### config.mk
export PLATFORM = sky130hd
export DESIGN_NAME = nn_digit_sequencer
export DESIGN_NICKNAME = d
export VERILOG_FILES = /design/src/rtl/nn_digit_sequencer.sv
export SDC_FILE = /design/constraint.sdc
export NUM_CORES = 1
export LEC_CHECK = 0
export ABC_AREA = 1
export ABC_CLOCK_PERIOD_IN_PS = 3200
export CORE_AREA = 2 2 81 83
export CTS_BUF_LIST = sky130_fd_sc_hd__clkbuf_16
export CTS_CLUSTER_SIZE = 10
export DETAILED_ROUTE_END_ITERATION = 16
export DIE_AREA = 0 0 83 85
export HOLD_SLACK_MARGIN = 0.08
export PLACE_DENSITY_LB_ADDON = 0.05
export RECOVER_POWER = 50
export SYNTH_ARGS = -nofsm -noshare
export SYNTH_HDL_FRONTEND = slang
export SYNTH_SLANG_ARGS = --single-unit
### constraint.sdc
create_clock -name clk -period 3.2 [get_ports clk]
set_input_delay 0.48 -clock clk [delete_from_list [all_inputs] [get_ports clk]]
set_output_delay 0.48 -clock clk [all_outputs]
set_load 0.02 [all_outputs]
### src/rtl/nn_digit_sequencer.sv
// nn_digit_sequencer
//
// Puts neural-network classification results on the 7-segment display path.
// Result digits come in over a valid/ready handshake and wait in a small FIFO.
// Each digit then drives the BCD input of display_controller for exactly
// HOLD_CYCLES clocks. Queued digits follow each other with no blank gap, and
// BLANK_CODE is shown whenever nothing is pending.
//
// Ports:
//   clk          in   system clock, rising edge
//   rst_n        in   asynchronous active-low reset (sync release upstream)
//   res_digit    in   [3:0] result digit, BCD 0-9
//   res_valid    in   res_digit valid this cycle
//   res_ready    out  a result can be accepted (combinational: FIFO not full)
//   clr_flags    in   synchronous clear of drop_flag
//   disp_digit   out  [3:0] digit to display_controller.gpio_digit
//   disp_active  out  high while a real digit is shown
//   bad_digit    out  one-cycle pulse: an accepted result was > 9 and discarded
//   drop_flag    out  sticky: res_valid seen while res_ready was low
//   fifo_count   out  entries currently buffered

module nn_digit_sequencer #(
    parameter int unsigned HOLD_CYCLES = 50_000_000,
    parameter int unsigned FIFO_DEPTH  = 4,
    parameter logic [3:0]  BLANK_CODE  = 4'hF
) (
    input  logic                               clk,
    input  logic                               rst_n,
    input  logic [3:0]                         res_digit,
    input  logic                               res_valid,
    output logic                               res_ready,
    input  logic                               clr_flags,
    output logic [3:0]                         disp_digit,
    output logic                               disp_active,
    output logic                               bad_digit,
    output logic                               drop_flag,
    output logic [$clog2(FIFO_DEPTH+1)-1:0]    fifo_count
);

    localparam int unsigned PtrW  = $clog2(FIFO_DEPTH);
    localparam int unsigned CntW  = $clog2(FIFO_DEPTH + 1);
    localparam int unsigned HoldW = $clog2(HOLD_CYCLES);

    localparam logic [CntW-1:0]  FullCount = CntW'(FIFO_DEPTH);
    localparam logic [HoldW-1:0] HoldLast  = HoldW'(HOLD_CYCLES - 1);

    typedef enum logic [0:0] {
        StIdle,
        StShow
    } state_e;

    // ------------------------------------------------------------------
    // Registers
    // ------------------------------------------------------------------
    state_e            state_q, state_d;
    logic [HoldW-1:0]  hold_q, hold_d;
    logic [3:0]        digit_q, digit_d;
    logic              active_q, active_d;
    logic              bad_q, bad_d;
    logic              drop_q, drop_d;
    logic [PtrW-1:0]   wr_ptr_q, wr_ptr_d;
    logic [PtrW-1:0]   rd_ptr_q, rd_ptr_d;
    logic [CntW-1:0]   cnt_q, cnt_d;
    logic [3:0]        mem_q [FIFO_DEPTH];

    logic              xfer;
    logic              push;
    logic              pop;
    logic              fifo_nonempty;

    // ------------------------------------------------------------------
    // Handshake and FIFO write side
    // ------------------------------------------------------------------
    // Ready ignores a same-cycle pop, so a full FIFO never takes a push.
    assign res_ready     = (cnt_q != FullCount);
    assign fifo_nonempty = (cnt_q != '0);
    assign xfer          = res_valid && res_ready;
    assign push          = xfer && (res_digit <= 4'd9);

    always_comb begin
        bad_d    = xfer && (res_digit > 4'd9);
        wr_ptr_d = wr_ptr_q;
        rd_ptr_d = rd_ptr_q;
        if (push) begin
            wr_ptr_d = wr_ptr_q + PtrW'(1);
        end
        if (pop) begin
            rd_ptr_d = rd_ptr_q + PtrW'(1);
        end
        cnt_d = cnt_q + CntW'(push) - CntW'(pop);

        // Set has priority over clear.
        drop_d = drop_q;
        if (res_valid && !res_ready) begin
            drop_d = 1'b1;
        end else if (clr_flags) begin
            drop_d = 1'b0;
        end
    end

    // ------------------------------------------------------------------
    // Display FSM
    // ------------------------------------------------------------------
    always_comb begin
        state_d  = state_q;
        hold_d   = hold_q;
        digit_d  = digit_q;
        active_d = active_q;
        pop      = 1'b0;

        case (state_q)
            StIdle: begin
                if (fifo_nonempty) begin
                    pop      = 1'b1;
                    hold_d   = '0;
                    digit_d  = mem_q[rd_ptr_q];
                    active_d = 1'b1;
                    state_d  = StShow;
                end
            end
            StShow: begin
                if (hold_q == HoldLast) begin
                    if (fifo_nonempty) begin
                        // Chain straight into the next digit, no blank gap.
                        pop     = 1'b1;
                        hold_d  = '0;
                        digit_d = mem_q[rd_ptr_q];
                    end else begin
                        digit_d  = BLANK_CODE;
                        active_d = 1'b0;
                        state_d  = StIdle;
                    end
                end else begin
                    hold_d = hold_q + HoldW'(1);
                end
            end
            default: begin
                digit_d  = BLANK_CODE;
                active_d = 1'b0;
                state_d  = StIdle;
            end
        endcase
    end

    // ------------------------------------------------------------------
    // State registers
    // ------------------------------------------------------------------
    always_ff @(posedge clk or negedge rst_n) begin
        if (!rst_n) begin
            state_q  <= StIdle;
            hold_q   <= '0;
            digit_q  <= BLANK_CODE;
            active_q <= 1'b0;
            bad_q    <= 1'b0;
            drop_q   <= 1'b0;
            wr_ptr_q <= '0;
            rd_ptr_q <= '0;
            cnt_q    <= '0;
        end else begin
            state_q  <= state_d;
            hold_q   <= hold_d;
            digit_q  <= digit_d;
            active_q <= active_d;
            bad_q    <= bad_d;
            drop_q   <= drop_d;
            wr_ptr_q <= wr_ptr_d;
            rd_ptr_q <= rd_ptr_d;
            cnt_q    <= cnt_d;
        end
    end

    // Storage needs no reset: entries are only read while cnt_q says they are valid.
    always_ff @(posedge clk) begin
        if (push) begin
            mem_q[wr_ptr_q] <= res_digit;
        end
    end

    // ------------------------------------------------------------------
    // Outputs
    // ------------------------------------------------------------------
    assign disp_digit  = digit_q;
    assign disp_active = active_q;
    assign bad_digit   = bad_q;
    assign drop_flag   = drop_q;
    assign fifo_count  = cnt_q;

endmodule

; ---- Yosys cells after proc, flatten, opt, wreduce, memory -nomap -nowiden
; Memory sizes are Yosys's and may differ from the RTL's.
; Cells that the tools add are included.
[word_totals]
ff_bits = 41
latch_bits = 0
ramBits = 16
romBits = 0
output_inout_bits = 11
n_memories = 1
[memory_table]
columns = name, words, word_bits, read_ports, rd_ports_with_merged_regs, wr, line
row1 = mem_q, 4, 4, 1, 0, 1, 64  ; logic [3:0] mem_q [FIFO_DEPTH];
[classes]
n_addsub = 5
n_mul = 0
div_mod_pow = 0
order_cmp = 2
n_eq_ne = 5
shifts = 0
muxes = 20
n_bitwise = 1
n_reduce_logical = 9
[op_table]
columns = op, count
row1 = $mux 26, 2
row2 = $pmux 26 s2, 1
row3 = $add 26x1->26 const B, 1
row4 = $eq 26x26->1 const B, 1
row5 = $mux 4, 3
row6 = $mux 1, 10
row7 = $pmux 4 s2, 1
row8 = $pmux 1 s2, 3
row9 = $add 2x1->2 const B, 2
row10 = $gt 4x4->1 const B, 1
row11 = $le 4x4->1 const B, 1
row12 = $logic_and 1x1->1, 4
row13 = $ne 2x2->1 const B, 2
row14 = $add 3x1->3, 1
row15 = $ne 3x3->1 const B, 1
row16 = $reduce_and 3->1, 1
row17 = $reduce_bool 3->1, 1
row18 = $sub 3x1->3, 1
row19 = $ne 2x1->1 const B, 1
row20 = $reduce_and 2->1, 1
row21 = $reduce_bool 2->1, 1
row22 = $logic_not 1->1, 1
row23 = $not 1->1, 1

; ---- Logic depth before layout (Yosys ltp)
; Gate-level depths: netlist (run 1).
[depth]
word_depth = 5
mapped_depth = 15
mapped_depth_nobuf = 15

; ---- Worst setup path before layout (run 1)
; No wires, ideal clock.
[synth_timing]
path_kind = reg-to-reg
from = register hold_q[0]
to = register cnt_q[2], in the netlist fifo_count[2]
setup_ps = 123
t_arrival_ps = 2285
required_ps = 3077
slack_ps = 792
path_stages_with_launch = 16
path_buffers = 0
period_less_slack_ps = 2408
cell_sequence = dfrtp_1 ha_1 nand2_2 nor2_4 nand2_4 nor2_4 nand3_4 nand2_8 nand2_4 inv_1 ha_1 inv_1 ha_1 inv_1 fa_1 xnor2_1
[synth_via]
elab_chain_len = 4
[synth_lines]
columns = element, line
row1 = start: declaration, 56  ; logic [HoldW-1:0] hold_q, hold_d;
row2 = start signal: assignment, 161  ; hold_q <= hold_d;
row3 = $eq 26x26->1, 122  ; if (hold_q == HoldLast) begin
row4 = $mux 1, 122
row5 = $pmux 1 s2, 111  ; case (state_q)
row6 = via pop, 68  ; logic pop;
row7 = $sub 3x1->3, 90  ; cnt_d = cnt_q + CntW'(push) - CntW'(pop);
row8 = via cnt_d[2], 63  ; logic [CntW-1:0] cnt_q, cnt_d;
row9 = end signal: assignment, 168  ; cnt_q <= cnt_d;
row10 = end: declaration, 63
; The timed path passes the listed nets, and every way through them passes these cells.
; A chain may end at the register's enable or synchronous reset.

; ---- Worst setup path in the final report (run 1)
; Same ends and word-level chain as after synthesis.

==> flow_summary.toml, run 1 <==
[cells_and_area]
final_nets = 450
finish.instance_area_mm2 = 0.00390
ratio_of_cells_with_drive_above_1_in_the_final_layout = 0.114
area_growth_from_synthesis_to_layout_pct = 17.8
num_antenna_cells = 0

[grt]
grt_first_pass_wirelength_mm = 12.2
globalRoute.totalOverflow = 0
grt_max_degree = 42
gr-usage-all-layers = 0.216
grt_antenna_before_repair = 0
first_global_vias = 2606

[synth]
synth.cell_area_mm2 = 0.00331
yosysWarningCount = 0
post_synth_num_cell_types = 34
postSynthNetCount = 427
yosysTopAreaCellShare = 0.280
synth_seq_cells = 57
synthMostInstantiatedCell = "nand2_1"
post_synth_main_area_contributors = "dfrtp_1 28%, edfxtp_1 15%, nand2_1 13%"
synth-edff-count = 16
postSynthCellCount = 411
synth_sequential_area_ratio = 0.457
yosys-top-cells-count = "111 x nand2_1, 47 x nor2_1, 43 x inv_1"
synth.largest_area_cell = "dfrtp_1"
share_of_flip_flops_with_an_asynchronous_set_or_reset = 0.719
synthesis.area_per_instance_um2 = 8.05
synth-main-ff-cell = "dfrtp_1"

[timing]
setup_tns_ps = 0
max_clk_rate_mhz = 381
timing.final.hold_violations = 0
slew_headroom = -0.489
hold_slack_ps = 478
report.final.slew_viol_count = 42
finalClockSkew_ps = 7.53
grt_setup_unrepaired = "false"
setup_viol = 0
period_needed_ps = 2630
slew_worst_pin_ps = 2230
share_of_the_cycle_needed_by_the_critical_path_after_routing = 0.821

[cts]
h-tree-depth = 3
ctsResizeCount = 0
clock_path_buffers = 2
ctsHoldBuffers = 0
tritoncts_clock_tree = "done"
post-cts-setup-buffer-count = 0
cts_made_buffers = 9
clk_latency_ps = 330
cts-root-buf = "clkbuf_16"
cts.clk_slew.worst_paths_ps = 50
clkSinkCount = 57

[critical_path]
timing.critical_path.required_ps = 3410
critPathCaptureType = "flop"
worstSetupPathType = "flop to flop"
arrival_ps = 2840
critPathLaunchType = "flop"
path_max_fanout = 7

[power_and_ir_drop]
pwr-share-clk = 0.481
p_int_mw = 1.72
switching_power_mw = 0.613
p_leak_nw = 1.66
areal_power_density_over_the_cells_mw_per_mm2 = 598
vdd.ir_drop.worst_uv = 508
netSwitchingFraction = 0.263
seqPwrFrac = 0.373
power.share.combinational = 0.146

[drt]
total_via_count_in_the_routed_design = 2671
wirelength_mm = 7.01
post-route-drc-count = 0
routed_wire_length_per_instance_um = 13.6
drt-initial-drc-count = 159
vias_per_cell = 5.18
detail_route.first_pass.iterations = 4
drtAntennaViolNets = 0

[status]
outcome = "complete, but fails checks"
violations = "max-capacitance violations, max-slew violations"

[die]
dieArea_mm2 = 0.00706
dieWidth_um = 83
placeableCoreArea_mm2 = 0.00620
boundaryPins = 19
initial_core_util = 0.533
dieHeight_um = 85
rows = 29

[placed_design]
hpwlAfterDp_mm = 5.01
dpl_cell_area_mm2 = 0.00355
place.port_buffers = 18
gp_routability_congestion = 0.870

[job]
max_cap_viol_count = 1

[min_path]
hold_path.class = "flop to flop"
-- per-stage QoR --
| step | utilization | total power, mW | setup WS, ps | std cells |
|---|---|---|---|---|
| finish | 0.628 | 2.33 | 573 | 516 |
| CTS | 0.628 | 2.35 | 552 | 516 |
| global placement | 0.572 | 1.22 | 489 | 500 |
| floorplan | - | 1.09 | 792 | 411 |
| global route | 0.628 | 2.42 | 383 | 516 |
| detailed placement | 0.572 | 1.23 | 437 | 500 |
-- worst max-delay path: stages, from the launching register on --
cell and delay, ps:
dfrtp_1 420, ha_1 230, nand2_2 80, nor2_4 180
nand2_4 100, nor2_4 130, nand3_4 130, nand2_8 120
nand2_4 60, inv_1 90, ha_1 220, inv_1 60
ha_1 140, inv_1 50, fa_1 370, xnor2_1 130
-- final timing paths --
path / from / end / slack [ps] / cells past startpoint
min in group asynchronous: rst_n / hold_q[24] / 820 / 1
min: disp_digit[0] / disp_digit[0] / 480 / 2
max: hold_q[0] / fifo_count[2] / 570 / 15
max reg2reg: hold_q[0] / fifo_count[2] / 570 / 15
max in group asynchronous: rst_n / wr_ptr_q[0] / 1110 / 1
min reg2reg: disp_digit[0] / disp_digit[0] / 480 / 2
-- placed cells by master (no fill, tap or decap), types with 2 or more instances in the layout --
| master | Yosys | layout |
|---|---|---|
| ha_1 | 7 | 7 |
| dfstp_2 | 4 | 4 |
| inv_1 | 43 | 43 |
| nand3_1 | 36 | 36 |
| xnor2_1 | 5 | 5 |
| nor2_1 | 47 | 47 |
| bufinv_16 | 0 | 3 |
| o21ai_2 | 4 | 4 |
| clkbuf_16 | 0 | 9 |
| xor2_1 | 11 | 11 |
| clkinv_1 | 2 | 2 |
| nor2_4 | 3 | 3 |
| nand2_4 | 4 | 4 |
| dlygate4sd3_1 | 0 | 5 |
| edfxtp_1 | 16 | 16 |
| nand2_2 | 5 | 5 |
| clkdlybuf4s50_1 | 0 | 12 |
| o31ai_1 | 5 | 5 |
| o22ai_1 | 6 | 6 |
| o21ai_1 | 5 | 5 |
| a21oi_1 | 6 | 6 |
| dfrtp_1 | 37 | 37 |
| clkinv_4 | 0 | 2 |
| nor2_2 | 5 | 5 |
| nand2_1 | 111 | 111 |
| inv_6 | 0 | 2 |
| nor3_1 | 5 | 5 |
| o21ai_0 | 17 | 17 |
| and2_2 | 2 | 2 |
| inv_2 | 2 | 2 |
| nand4_1 | 10 | 10 |
-- layer usage --
layer	vias up	global-route usage	wire length [µm]
li1	1378	-	-
met4	0	0.0820	108
met1	1247	0.266	3170
met3	8	0.0486	214
met2	38	0.374	3510
met5	-	0	0
-- cells by family after synthesis --
kind of cell               Yosys count  synth area share
and+or+nand+nor                    233             0.327
DFF                                 57             0.457
buffers and inverters               54            0.0654
AOI/OAI and AO/OA                   43            0.0756
xor gates and xnor gates            16            0.0424
adders and majority gates            8            0.0325
-- flip-flops by register name, indices dropped and copies added (netlist names) --
name and flops:
hold_q 26, mem_q 16, disp_digit 4, fifo_count 3, rd_ptr_q 2, wr_ptr_q 2
bad_digit 1, disp_active 1, drop_flag 1, state_q 1
-- area by class of cell --
type	instances	area [µm²]
timing repair buffer	19	181
clock inverter	7	125
sequential	57	1510
multi-input combinational	300	1580
tap	77	96.3
clock buffer	9	225
fill	549	2310
inverter	47	176
-- power groups by stage --
stage	Sequential (mW)	Clock (mW)	Combinational, mW
detailed placement	0.880	0	0.346
global placement	0.880	0	0.339
CTS	0.869	1.14	0.349
global route	0.878	1.17	0.375
finish	0.868	1.12	0.340
floorplan	0.902	0	0.189
Note: power is estimated with default switching activity, not from simulation.
==> run 2: changes to the inputs <==
- ABC_CLOCK_PERIOD_IN_PS: 3200 -> 2700
- clock period: 3.2 -> 2.7 ns (I/O delays scaled with it)
==> flow_summary.toml, run 2 (synthesized netlist as in run 1, its figures left out) <==
[power_and_ir_drop]
p_leak_nw = 1.68
vdd.ir_drop.worst_uv = 596
power.share.combinational = 0.148
pwr-share-clk = 0.482
seqPwrFrac = 0.369
areal_power_density_over_the_cells_mw_per_mm2 = 706
netSwitchingFraction = 0.267
switching_power_mw = 0.741
p_int_mw = 2.04
totalPowerFinal_mw = 2.78

[job]
max_cap_viol_count = 0

[critical_path]
slowest_stage = "dfrtp_2"
critPathLaunchType = "flop"
critPathCaptureType = "flop"
worstSetupPathType = "flop to flop"
worstPathBufferInverterCount = 3
critical_path.reg2reg.endpoint = "fifo_count[2]"
regToRegStartpoint = "hold_q[0]"
timing.critical_path.slowest_cell_delay_ps = 400
timing.critical_path.required_ps = 2910
cpLargestDelayFamily = "adder cells"
crit_path_cell_trace = "ha_2, nand2_2, nor2_4, nand2_4, nor2_4, nand3_4, nand2_8, nand2_4, inv_1, ha_1, inv_1, ha_1, inv_1, fa_1, xnor2_1"
arrival_ps = 2680
path_max_fanout = 7
r2r_slack_ps = 230
reg2regPathDepth = 15
crit_path_frequent_cell = "inv_1"

[cells_and_area]
final_nets = 455
finish.instance_area_mm2 = 0.00394
area_growth_from_synthesis_to_layout_pct = 19.1
filler_cell_count = 543
largest_register = "hold_q"
ratio_of_cells_with_drive_above_1_in_the_final_layout = 0.131
largest_register_ff_count = 26
stdcell_count = 521
mostFrequentLayoutCell = "nand2_1"
most-common-layout-cells = "111 x nand2_1, 47 x nor2_1, 43 x inv_1, 36 x nand3_1, 36 x dfrtp_1"
num_antenna_cells = 0

[cts]
clkSinkCount = 57
cts_made_buffers = 9
clk_latency_ps = 330
cts.clk_slew.worst_paths_ps = 50
cts-root-buf = "clkbuf_16"
tritoncts_clock_tree = "done"
clock_path_buffers = 2
h-tree-depth = 3

[die]
placeableCoreArea_mm2 = 0.00620
dieArea_mm2 = 0.00706
initial_core_util = 0.533
dieWidth_um = 83
dieHeight_um = 85
rows = 29
boundaryPins = 19

[timing]
setup_viol = 0
grt_setup_unrepaired = "false"
setup_tns_ps = 0
slew_worst_pin_ps = 953
share_of_the_cycle_needed_by_the_critical_path_after_routing = 0.916
slew_headroom = 0.364
report.final.slew_viol_count = 0
period_needed_ps = 2470
finalClockSkew_ps = 7.86
max_clk_rate_mhz = 404
timing.final.hold_violations = 0

[placed_design]
gp_routability_congestion = 0.904
post-place-cells = 504
place.port_buffers = 18
hpwlAfterDp_mm = 5.00
dpl_cell_area_mm2 = 0.00358

[drt]
routed_wire_length_per_instance_um = 13.9
total_via_count_in_the_routed_design = 2686
post-route-drc-count = 0
wirelength_mm = 7.23
detail_route.first_pass.iterations = 4
drtAntennaViolNets = 0
drt-initial-drc-count = 174
vias_per_cell = 5.16

[grt]
grt_antenna_before_repair = 0
first_global_vias = 2628
gr-usage-all-layers = 0.220
grt_max_degree = 42
grt_first_pass_wirelength_mm = 12.3
globalRoute.totalOverflow = 0

[status]
outcome = "finished, final reports clean"

[min_path]
hold_path.class = "input pin to asynchronous set/reset pin"
## run 2: power groups by stage
stage / clock network [mW] / registers (mW) / logic [mW]
4_1_cts: 1.37 / 1.03 / 0.422
5_1_grt: 1.39 / 1.04 / 0.478
3_3_place_gp: 0 / 1.04 / 0.406
2_1_floorplan: 0 / 1.07 / 0.224
3_5_place_dp: 0 / 1.04 / 0.413
6_report: 1.34 / 1.03 / 0.413
## run 2: final cells by class
type                    count  area (µm²)  share of cell area
flip-flops and latches     57        1510               0.384
multi-input cells         300        1580               0.402
clock buffers               9         225              0.0572
inverters                  47         176              0.0448
repair buffers             24         220              0.0559
well taps                  77        96.3              0.0245
clock inverters             7         125              0.0318
## run 2: how the worst max path moves through the flow
stage                       from            end  slack, ps  depth (start not counted)
floorplan              hold_q[0]  fifo_count[2]        290                         15
global placement    res_digit[1]  fifo_count[2]        220                          9
detailed placement  res_digit[1]  fifo_count[2]        150                          9
CTS                    hold_q[0]  fifo_count[2]        150                         15
global route           hold_q[0]  fifo_count[2]          8                         15
finish                 hold_q[0]  fifo_count[2]        230                         15
## run 2: metal layers
layer | wire (µm) | track usage
met3 | 202 | 0.0350
met1 | 3300 | 0.273
met2 | 3570 | 0.383
met4 | 161 | 0.0984
met5 | 0 | 0
## run 2: what timing repair did
action                     CTS  global route
buffers inserted             0             1
resized for setup            0             2
hold buffers                 0             0
setup endpoints to repair    0             2
## run 2: worst reg2reg max path, cell delays in order (launching register included)
cell and delay [ps]:
dfrtp_2 400, ha_2 200, nand2_2 70, nor2_4 120
nand2_4 80, nor2_4 120, nand3_4 130, nand2_8 120
nand2_4 60, inv_1 90, ha_1 220, inv_1 60
ha_1 130, inv_1 50, fa_1 380, xnor2_1 140
## run 2: through the flow
| stage | setup slack (ps) | hold WS [ps] | util |
|---|---|---|---|
| after floorplan | 292 | 109 | - |
| after global placement | 225 | 470 | 0.577 |
| after detailed placement | 149 | 477 | 0.577 |
| after CTS | 152 | 259 | 0.633 |
| after global routing | 8.09 | 321 | 0.635 |
| final | 226 | 213 | 0.635 |
